<file path="src/rtl/fp_dp3_operand_packer.sv">
// Gathers up to three (x,y) FP element pairs of one vector into operands a..f
// for a 3-term dot-product unit, zero-padding a short final group.
module fp_dp3_operand_packer #(
    parameter int unsigned sig_width = 23,
    parameter int unsigned exp_width = 8
) (
    input  logic                           clk,
    input  logic                           rst_n,
    input  logic                           in_valid_i,
    output logic                           in_ready_o,
    input  logic [sig_width+exp_width:0]   in_x_i,
    input  logic [sig_width+exp_width:0]   in_y_i,
    input  logic                           in_last_i,
    input  logic [2:0]                     in_rnd_i,
    output logic                           out_valid_o,
    input  logic                           out_ready_i,
    output logic [sig_width+exp_width:0]   out_a_o,
    output logic [sig_width+exp_width:0]   out_b_o,
    output logic [sig_width+exp_width:0]   out_c_o,
    output logic [sig_width+exp_width:0]   out_d_o,
    output logic [sig_width+exp_width:0]   out_e_o,
    output logic [sig_width+exp_width:0]   out_f_o,
    output logic [1:0]                     out_count_o,
    output logic                           out_first_o,
    output logic                           out_last_o,
    output logic [2:0]                     out_rnd_o
);

    localparam int unsigned W = sig_width + exp_width + 1;

    // Collector state
    logic [W-1:0] slot_x_q [3];
    logic [W-1:0] slot_x_d [3];
    logic [W-1:0] slot_y_q [3];
    logic [W-1:0] slot_y_d [3];
    logic [1:0]   cnt_q, cnt_d;
    logic         full_q, full_d;
    logic         vstart_q, vstart_d;
    logic [2:0]   rnd_q, rnd_d;
    logic         grp_first_q, grp_first_d;
    logic         grp_last_q, grp_last_d;

    // Output register
    logic         out_valid_q, out_valid_d;
    logic [W-1:0] out_a_q, out_a_d, out_b_q, out_b_d, out_c_q, out_c_d;
    logic [W-1:0] out_d_q, out_d_d, out_e_q, out_e_d, out_f_q, out_f_d;
    logic [1:0]   out_count_q, out_count_d;
    logic         out_first_q, out_first_d;
    logic         out_last_q, out_last_d;
    logic [2:0]   out_rnd_q, out_rnd_d;

    logic         xfer;
    logic         accept;
    logic [1:0]   wr_idx;

    // Next-state logic; a pair accepted during a transfer starts the next group in slot0
    always_comb begin
        xfer        = full_q & (~out_valid_q | out_ready_i);
        in_ready_o  = ~full_q | xfer;
        accept      = in_valid_i & in_ready_o;
        wr_idx      = xfer ? 2'd0 : cnt_q;

        slot_x_d    = slot_x_q;
        slot_y_d    = slot_y_q;
        cnt_d       = cnt_q;
        full_d      = full_q;
        vstart_d    = vstart_q;
        rnd_d       = rnd_q;
        grp_first_d = grp_first_q;
        grp_last_d  = grp_last_q;

        out_valid_d = out_valid_q;
        out_a_d     = out_a_q;
        out_b_d     = out_b_q;
        out_c_d     = out_c_q;
        out_d_d     = out_d_q;
        out_e_d     = out_e_q;
        out_f_d     = out_f_q;
        out_count_d = out_count_q;
        out_first_d = out_first_q;
        out_last_d  = out_last_q;
        out_rnd_d   = out_rnd_q;

        if (xfer) begin
            full_d      = 1'b0;
            cnt_d       = 2'd0;
            grp_first_d = 1'b0;
            grp_last_d  = 1'b0;
        end

        if (accept) begin
            slot_x_d[wr_idx] = in_x_i;
            slot_y_d[wr_idx] = in_y_i;
            cnt_d            = wr_idx + 2'd1;
            if (wr_idx == 2'd0) begin
                grp_first_d = vstart_q;
            end
            if (vstart_q) begin
                rnd_d = in_rnd_i;
            end
            vstart_d   = in_last_i;
            grp_last_d = in_last_i;
            full_d     = in_last_i | (wr_idx == 2'd2);
        end

        if (xfer) begin
            out_valid_d = 1'b1;
            out_a_d     = slot_x_q[0];
            out_b_d     = slot_y_q[0];
            out_c_d     = (cnt_q >= 2'd2) ? slot_x_q[1] : W'(0);
            out_d_d     = (cnt_q >= 2'd2) ? slot_y_q[1] : W'(0);
            out_e_d     = (cnt_q == 2'd3) ? slot_x_q[2] : W'(0);
            out_f_d     = (cnt_q == 2'd3) ? slot_y_q[2] : W'(0);
            out_count_d = cnt_q;
            out_first_d = grp_first_q;
            out_last_d  = grp_last_q;
            out_rnd_d   = rnd_q;
        end else if (out_ready_i) begin
            out_valid_d = 1'b0;
        end
    end

    always_ff @(posedge clk or negedge rst_n) begin
        if (!rst_n) begin
            for (int i = 0; i < 3; i++) begin
                slot_x_q[i] <= W'(0);
                slot_y_q[i] <= W'(0);
            end
            cnt_q       <= 2'd0;
            full_q      <= 1'b0;
            vstart_q    <= 1'b1;
            rnd_q       <= 3'd0;
            grp_first_q <= 1'b0;
            grp_last_q  <= 1'b0;
            out_valid_q <= 1'b0;
            out_a_q     <= W'(0);
            out_b_q     <= W'(0);
            out_c_q     <= W'(0);
            out_d_q     <= W'(0);
            out_e_q     <= W'(0);
            out_f_q     <= W'(0);
            out_count_q <= 2'd0;
            out_first_q <= 1'b0;
            out_last_q  <= 1'b0;
            out_rnd_q   <= 3'd0;
        end else begin
            slot_x_q    <= slot_x_d;
            slot_y_q    <= slot_y_d;
            cnt_q       <= cnt_d;
            full_q      <= full_d;
            vstart_q    <= vstart_d;
            rnd_q       <= rnd_d;
            grp_first_q <= grp_first_d;
            grp_last_q  <= grp_last_d;
            out_valid_q <= out_valid_d;
            out_a_q     <= out_a_d;
            out_b_q     <= out_b_d;
            out_c_q     <= out_c_d;
            out_d_q     <= out_d_d;
            out_e_q     <= out_e_d;
            out_f_q     <= out_f_d;
            out_count_q <= out_count_d;
            out_first_q <= out_first_d;
            out_last_q  <= out_last_d;
            out_rnd_q   <= out_rnd_d;
        end
    end

    assign out_valid_o = out_valid_q;
    assign out_a_o     = out_a_q;
    assign out_b_o     = out_b_q;
    assign out_c_o     = out_c_q;
    assign out_d_o     = out_d_q;
    assign out_e_o     = out_e_q;
    assign out_f_o     = out_f_q;
    assign out_count_o = out_count_q;
    assign out_first_o = out_first_q;
    assign out_last_o  = out_last_q;
    assign out_rnd_o   = out_rnd_q;

endmodule

</file>
<file path="config.mk">
export PLATFORM = sky130hd
export DESIGN_NAME = fp_dp3_operand_packer
export DESIGN_NICKNAME = d
export VERILOG_FILES = /design/src/rtl/fp_dp3_operand_packer.sv
export SDC_FILE = /design/constraint.sdc
export NUM_CORES = 1
export LEC_CHECK = 0
export BUFFER_PORTS_ARGS = -buffer_cell sky130_fd_sc_hd__buf_4
export CORE_UTILIZATION = 40
export DETAILED_ROUTE_END_ITERATION = 7
export PLACE_DENSITY = 0.71
export SYNTH_ARGS = -nofsm -noshare
export SYNTH_HDL_FRONTEND = slang
export SYNTH_SLANG_ARGS = --single-unit
</file>
<file path="constraint.sdc">
create_clock -name clk -period 2.55 [get_ports clk]
set_clock_uncertainty 0.05 [all_clocks]
set_input_delay 0.51 -clock clk [delete_from_list [all_inputs] [get_ports clk]]
set_output_delay 0.51 -clock clk [all_outputs]
set_load 0.005 [all_outputs]
</file>
==> results.env <==
RUN_STATUS='finished clean'
SYNTH_MOST_COMMON_CELL='dfrtp_1'
SYNTHARSTFLOPSHARE_PCT=100
DOMINANTREGCELLSYNTH='dfrtp_1'
NUMBER_OF_ENABLE_FLIP_FLOP_CELLS_AFTER_SYNTHESIS=0
GRT_ANTENNA_BEFORE_REPAIR=0
H_TREE_DEPTH=2
TIMING.FINAL.HOLD_VIOLATIONS=0
ANTENNA_LEFT=0
HOLD_PATH_CLASS='primary input to flop'
CLOCK_SINKS=401
CORE.ROWCOUNT=73
SYNTH_SEQUENTIAL_AREA_RATIO_PCT=61.5
SYNTH.DISTINCT_CELLS=27
NUM-FILL-CELLS=3429
DIEAREA_UM2=41600
AREA.SEQUENTIAL_UM2=10000
GRT_PASS1_WL_MM=60.6
WORST_SETUP_PATH_END_KIND='flop'
CRITPATHKIND='flop to flop'
SYNTH-SEQ-CELLS=401
DP_WORST_SETUP_SLACK_PS=198
PLACEMENT.IO_BUFFERS=272
POWER_DENSITY_nW_PER_UM2=1280
COMB_POWER_SHARE_PCT=33.0
CP_MAX_FO=51
FP.COREAREA_UM2=40000
FINALCRITPERIODSHARE_PCT=84.8
POST-SYNTH-TOP-AREA-CELL='dfrtp_1'
DR.FIRST_ITER.DRC_COUNT=364
GLOBALROUTE.TOTALOVERFLOW=0
SETUP.WORST_PATH.START_CLASS='flop'
GRT_USAGE_PCT=18.6
ROUTED_VIA_DENSITY=5.19
MAXIMUM_NUMBER_OF_PINS_ON_ONE_NET_BEFORE_GLOBAL_ROUTE_REPAIR=137
DETAILED_PLACE_HPWL_MM=23.1
FINAL-MAX-SLEW-VIOLATION-COUNT=0
WORST_PATH_MAX_DELAY_CELL='dfrtp_4'
PLACED_CELLS_INCL_TAPS=1776
TIMING.CRITICAL_PATH.REQUIRED_PS=2940
DRV_CAP=0
CTS-ROOT-BUF='clkbuf_16'
REPORT.POWER.TOTAL_mW=26.0
MAX_STAGE_DELAY_PS=580
TOTAL_SWITCHING_POWER_mW=7.47
YOSYS.AREA.TOP_TYPE_SHARE_PCT=61.4
FIN_NETS=1373
FLOORPLAN.IO_PINS=273
RSZ0062_AT_GRT='no'
SYNTH.TOP_CELLS.BY_COUNT='dfrtp_1, mux2_2, mux2_4, and3_1'
SYNTHESIS.NETS=1108
ROUTE.VIAS.TOTAL=9619
TNS_PS=0
FINAL_CELL_COUNT_NO_FILL=1855
TRITONCTS='done'
ROUTED_WIRELENGTH_MM=37.9
MAX_SLEW.WORST_PIN.SLEW_PS=1080
FINALCRITICALPERIOD_PS=2160
CTS_REPAIR_RESIZE_COUNT=0
CLKPWRFRAC_PCT=24.8
GP_CONGESTION=0.735
WORST-PATH-BUF-INV=2
SYNTH_AREA_PER_CELL_UM2=15.8
N_ANTENNA_CELL=0
CTS-BUFFERS-INSERTED=44
POSTSYNTHCELLCOUNT=1033
CLOCK_LATENCY_PS=560
POWER.SHARE.SWITCHING_PCT=28.7
MULTI_INPUT_COMB_AREA_UM2=5820
DIE_W_UM=204
NETLIST_TOP_CELLS_AREA='dfrtp_1, mux2_2, mux2_4'
DRIVE_ABOVE_1_SHARE_PCT=58.4
SYNTH_WARNINGS=0
INITIAL_UTILIZATION_PCT=40.8
PATH_CLK_SLEW_PS=60
CP.ARRIVAL_PS=2550
ROUTE.DETAILED.WL_PER_INST_UM=20.4
AREA_GROWTH_SYN_TO_LAYOUT_PCT=24.8
MAXSLEWHEADROOM_PCT=28.0
CRITICAL-PATH-TOP-DELAY-FAMILY='flip-flops'
IR_WORST_VDD_uV=686
DIE_HEIGHT_UM=204
FINAL_CORE_UTILIZATION_PCT=50.9
SEQUENTIALPOWERSHARE_PCT=42.2
SETUP_VIOL=0
TIMING.FINAL.WS_SETUP_PS=386
DRT-PASS1-ITER-COUNT=4
CELL_INTERNAL_PWR_mW=18.6
MAX_FREQ_GHz=0.462
POST-ROUTE-DRC-COUNT=0
MAPPEDNETLISTAREA_UM2=16300
FIRST_GLOBAL_VIAS=10400
CLK_PATH_BUF_DEPTH=3
CRIT_PATH_CELL_TRACE='a21boi_1, inv_1, ha_1, and3_4, buf_12, mux2_4'
TOTAL_LEAKAGE_POWER_nW=9.98
==> final timing paths <==
check | from | end | slack, ps | cells past startpoint
worst max-delay path | full_q$_DFFE_PN0P_ | slot_y_q[92]$_DFFE_PN0P_ | 390 | 6
worst min-delay path | in_x_i[13] | slot_x_q[45]$_DFFE_PN0P_ | 150 | 2
worst max register to register | full_q$_DFFE_PN0P_ | slot_y_q[92]$_DFFE_PN0P_ | 390 | 6
worst min register to register | out_c_o[31]$_DFFE_PN0P_ | out_c_o[31]$_DFFE_PN0P_ | 440 | 1
max in group asynchronous | rst_n | slot_y_q[22]$_DFFE_PN0P_ | 1150 | 3
min in group asynchronous | rst_n | out_d_o[6]$_DFFE_PN0P_ | 450 | 2
==> final cells by class <==
type,instances,share of cell area (%)
Clock buffer,61,6.32
Sequential cell,401,49.3
Multi-Input combinational cell,550,28.6
Inverter,1,0.0184
Tap cell,525,3.23
Clock inverter,17,0.940
Timing Repair Buffer,300,11.6
==> per-layer routing <==
metal / part of all wire (%) / global-route usage (%) / vias to the layer above
met1: 44 / 25.2 / 5081
met5: 0 / 0 / -
met2: 47 / 29.3 / 234
met4: 2.0 / 5.97 / 0
li1: - / - / 4251
met3: 6.3 / 4.46 / 53
==> cell families (layout without fill, tap and decap cells) <==
group | after synthesis | in the layout | share of synthesized area [%]
buf+inv | 82 | 379 | 3.02
fa+ha+maj | 3 | 3 | 0.230
compound gates | 69 | 69 | 4.16
xor+xnor | 1 | 1 | 0.0537
flops | 401 | 401 | 61.5
simple gates | 144 | 144 | 5.50
mux | 333 | 333 | 25.5
==> layout by cell type, fill, tap and decap left out <==
master | Yosys | routed
clkbuf_8 | 0 | 10
a32o_1 | 1 | 1
clkinv_2 | 0 | 11
and3_1 | 67 | 65
nand4_1 | 64 | 64
nand3_1 | 2 | 2
a21boi_0 | 1 | 1
o21ai_0 | 1 | 1
dfrtp_4 | 0 | 2
mux2_4 | 110 | 110
a21boi_1 | 1 | 1
and3_4 | 0 | 2
nand3b_4 | 1 | 1
buf_12 | 0 | 8
mux2i_1 | 1 | 1
clkinvlp_4 | 0 | 1
dfrtp_1 | 400 | 397
mux2_2 | 222 | 222
o221ai_1 | 1 | 1
a21bo_2 | 64 | 64
xnor2_1 | 1 | 1
dlygate4sd3_1 | 0 | 1
bufinv_16 | 0 | 4
nand2_1 | 6 | 5
dfrtp_2 | 0 | 1
ha_1 | 3 | 3
clkbuf_1 | 32 | 6
nand2b_4 | 0 | 1
nor2b_4 | 0 | 1
clkbuf_16 | 0 | 45
and2_1 | 1 | 1
nand2b_1 | 2 | 1
buf_8 | 0 | 1
nand2_4 | 0 | 1
buf_4 | 20 | 290
inv_1 | 1 | 1
dfstp_2 | 1 | 1
clkinv_4 | 0 | 1
==> flip-flops by register name, summed over array words and instances (netlist names) <==
register     cells
out_rnd_o        3
out_b_o         32
full_q           1
out_last_o       1
out_e_o         32
slot_x_q        96
rnd_q            3
out_d_o         32
cnt_q            2
out_a_o         32
out_first_o      1
out_valid_o      1
out_count_o      2
grp_last_q       1
slot_y_q        96
vstart_q         1
out_f_o         32
grp_first_q      1
out_c_o         32
==> per-stage QoR <==
| stage | area [um^2] | hold slack [ps] |
|---|---|---|
| global route | 20400 | 130 |
| floorplan | 16300 | 164 |
| global placement | 18900 | 424 |
| CTS | 20400 | 110 |
| finish | 20400 | 150 |
| detailed placement | 18900 | 428 |
==> power groups by stage <==
| stage | sequential (mW) | clock, mW | combinational [mW] |
|---|---|---|---|
| floorplan | 10.7 | 0 | 5.19 |
| global placement | 10.9 | 0 | 8.49 |
| detailed placement | 11.1 | 0 | 8.71 |
| CTS | 11.0 | 6.64 | 8.75 |
| global route | 11.4 | 6.86 | 9.28 |
| finish | 11.0 | 6.45 | 8.60 |
==> worst reg2reg max path, stage by stage, from the launching register on <==
cell	delay, ps
dfrtp_4	580
a21boi_1	290
inv_1	120
ha_1	220
and3_4	180
buf_12	230
mux2_4	390
==> timing repair <==
action / in CTS / in global routing
hold buffers: 1 / 0
setup buffers: 0 / 0
hold endpoints to repair: 41 / 0
(Power assumes the default switching activity.)
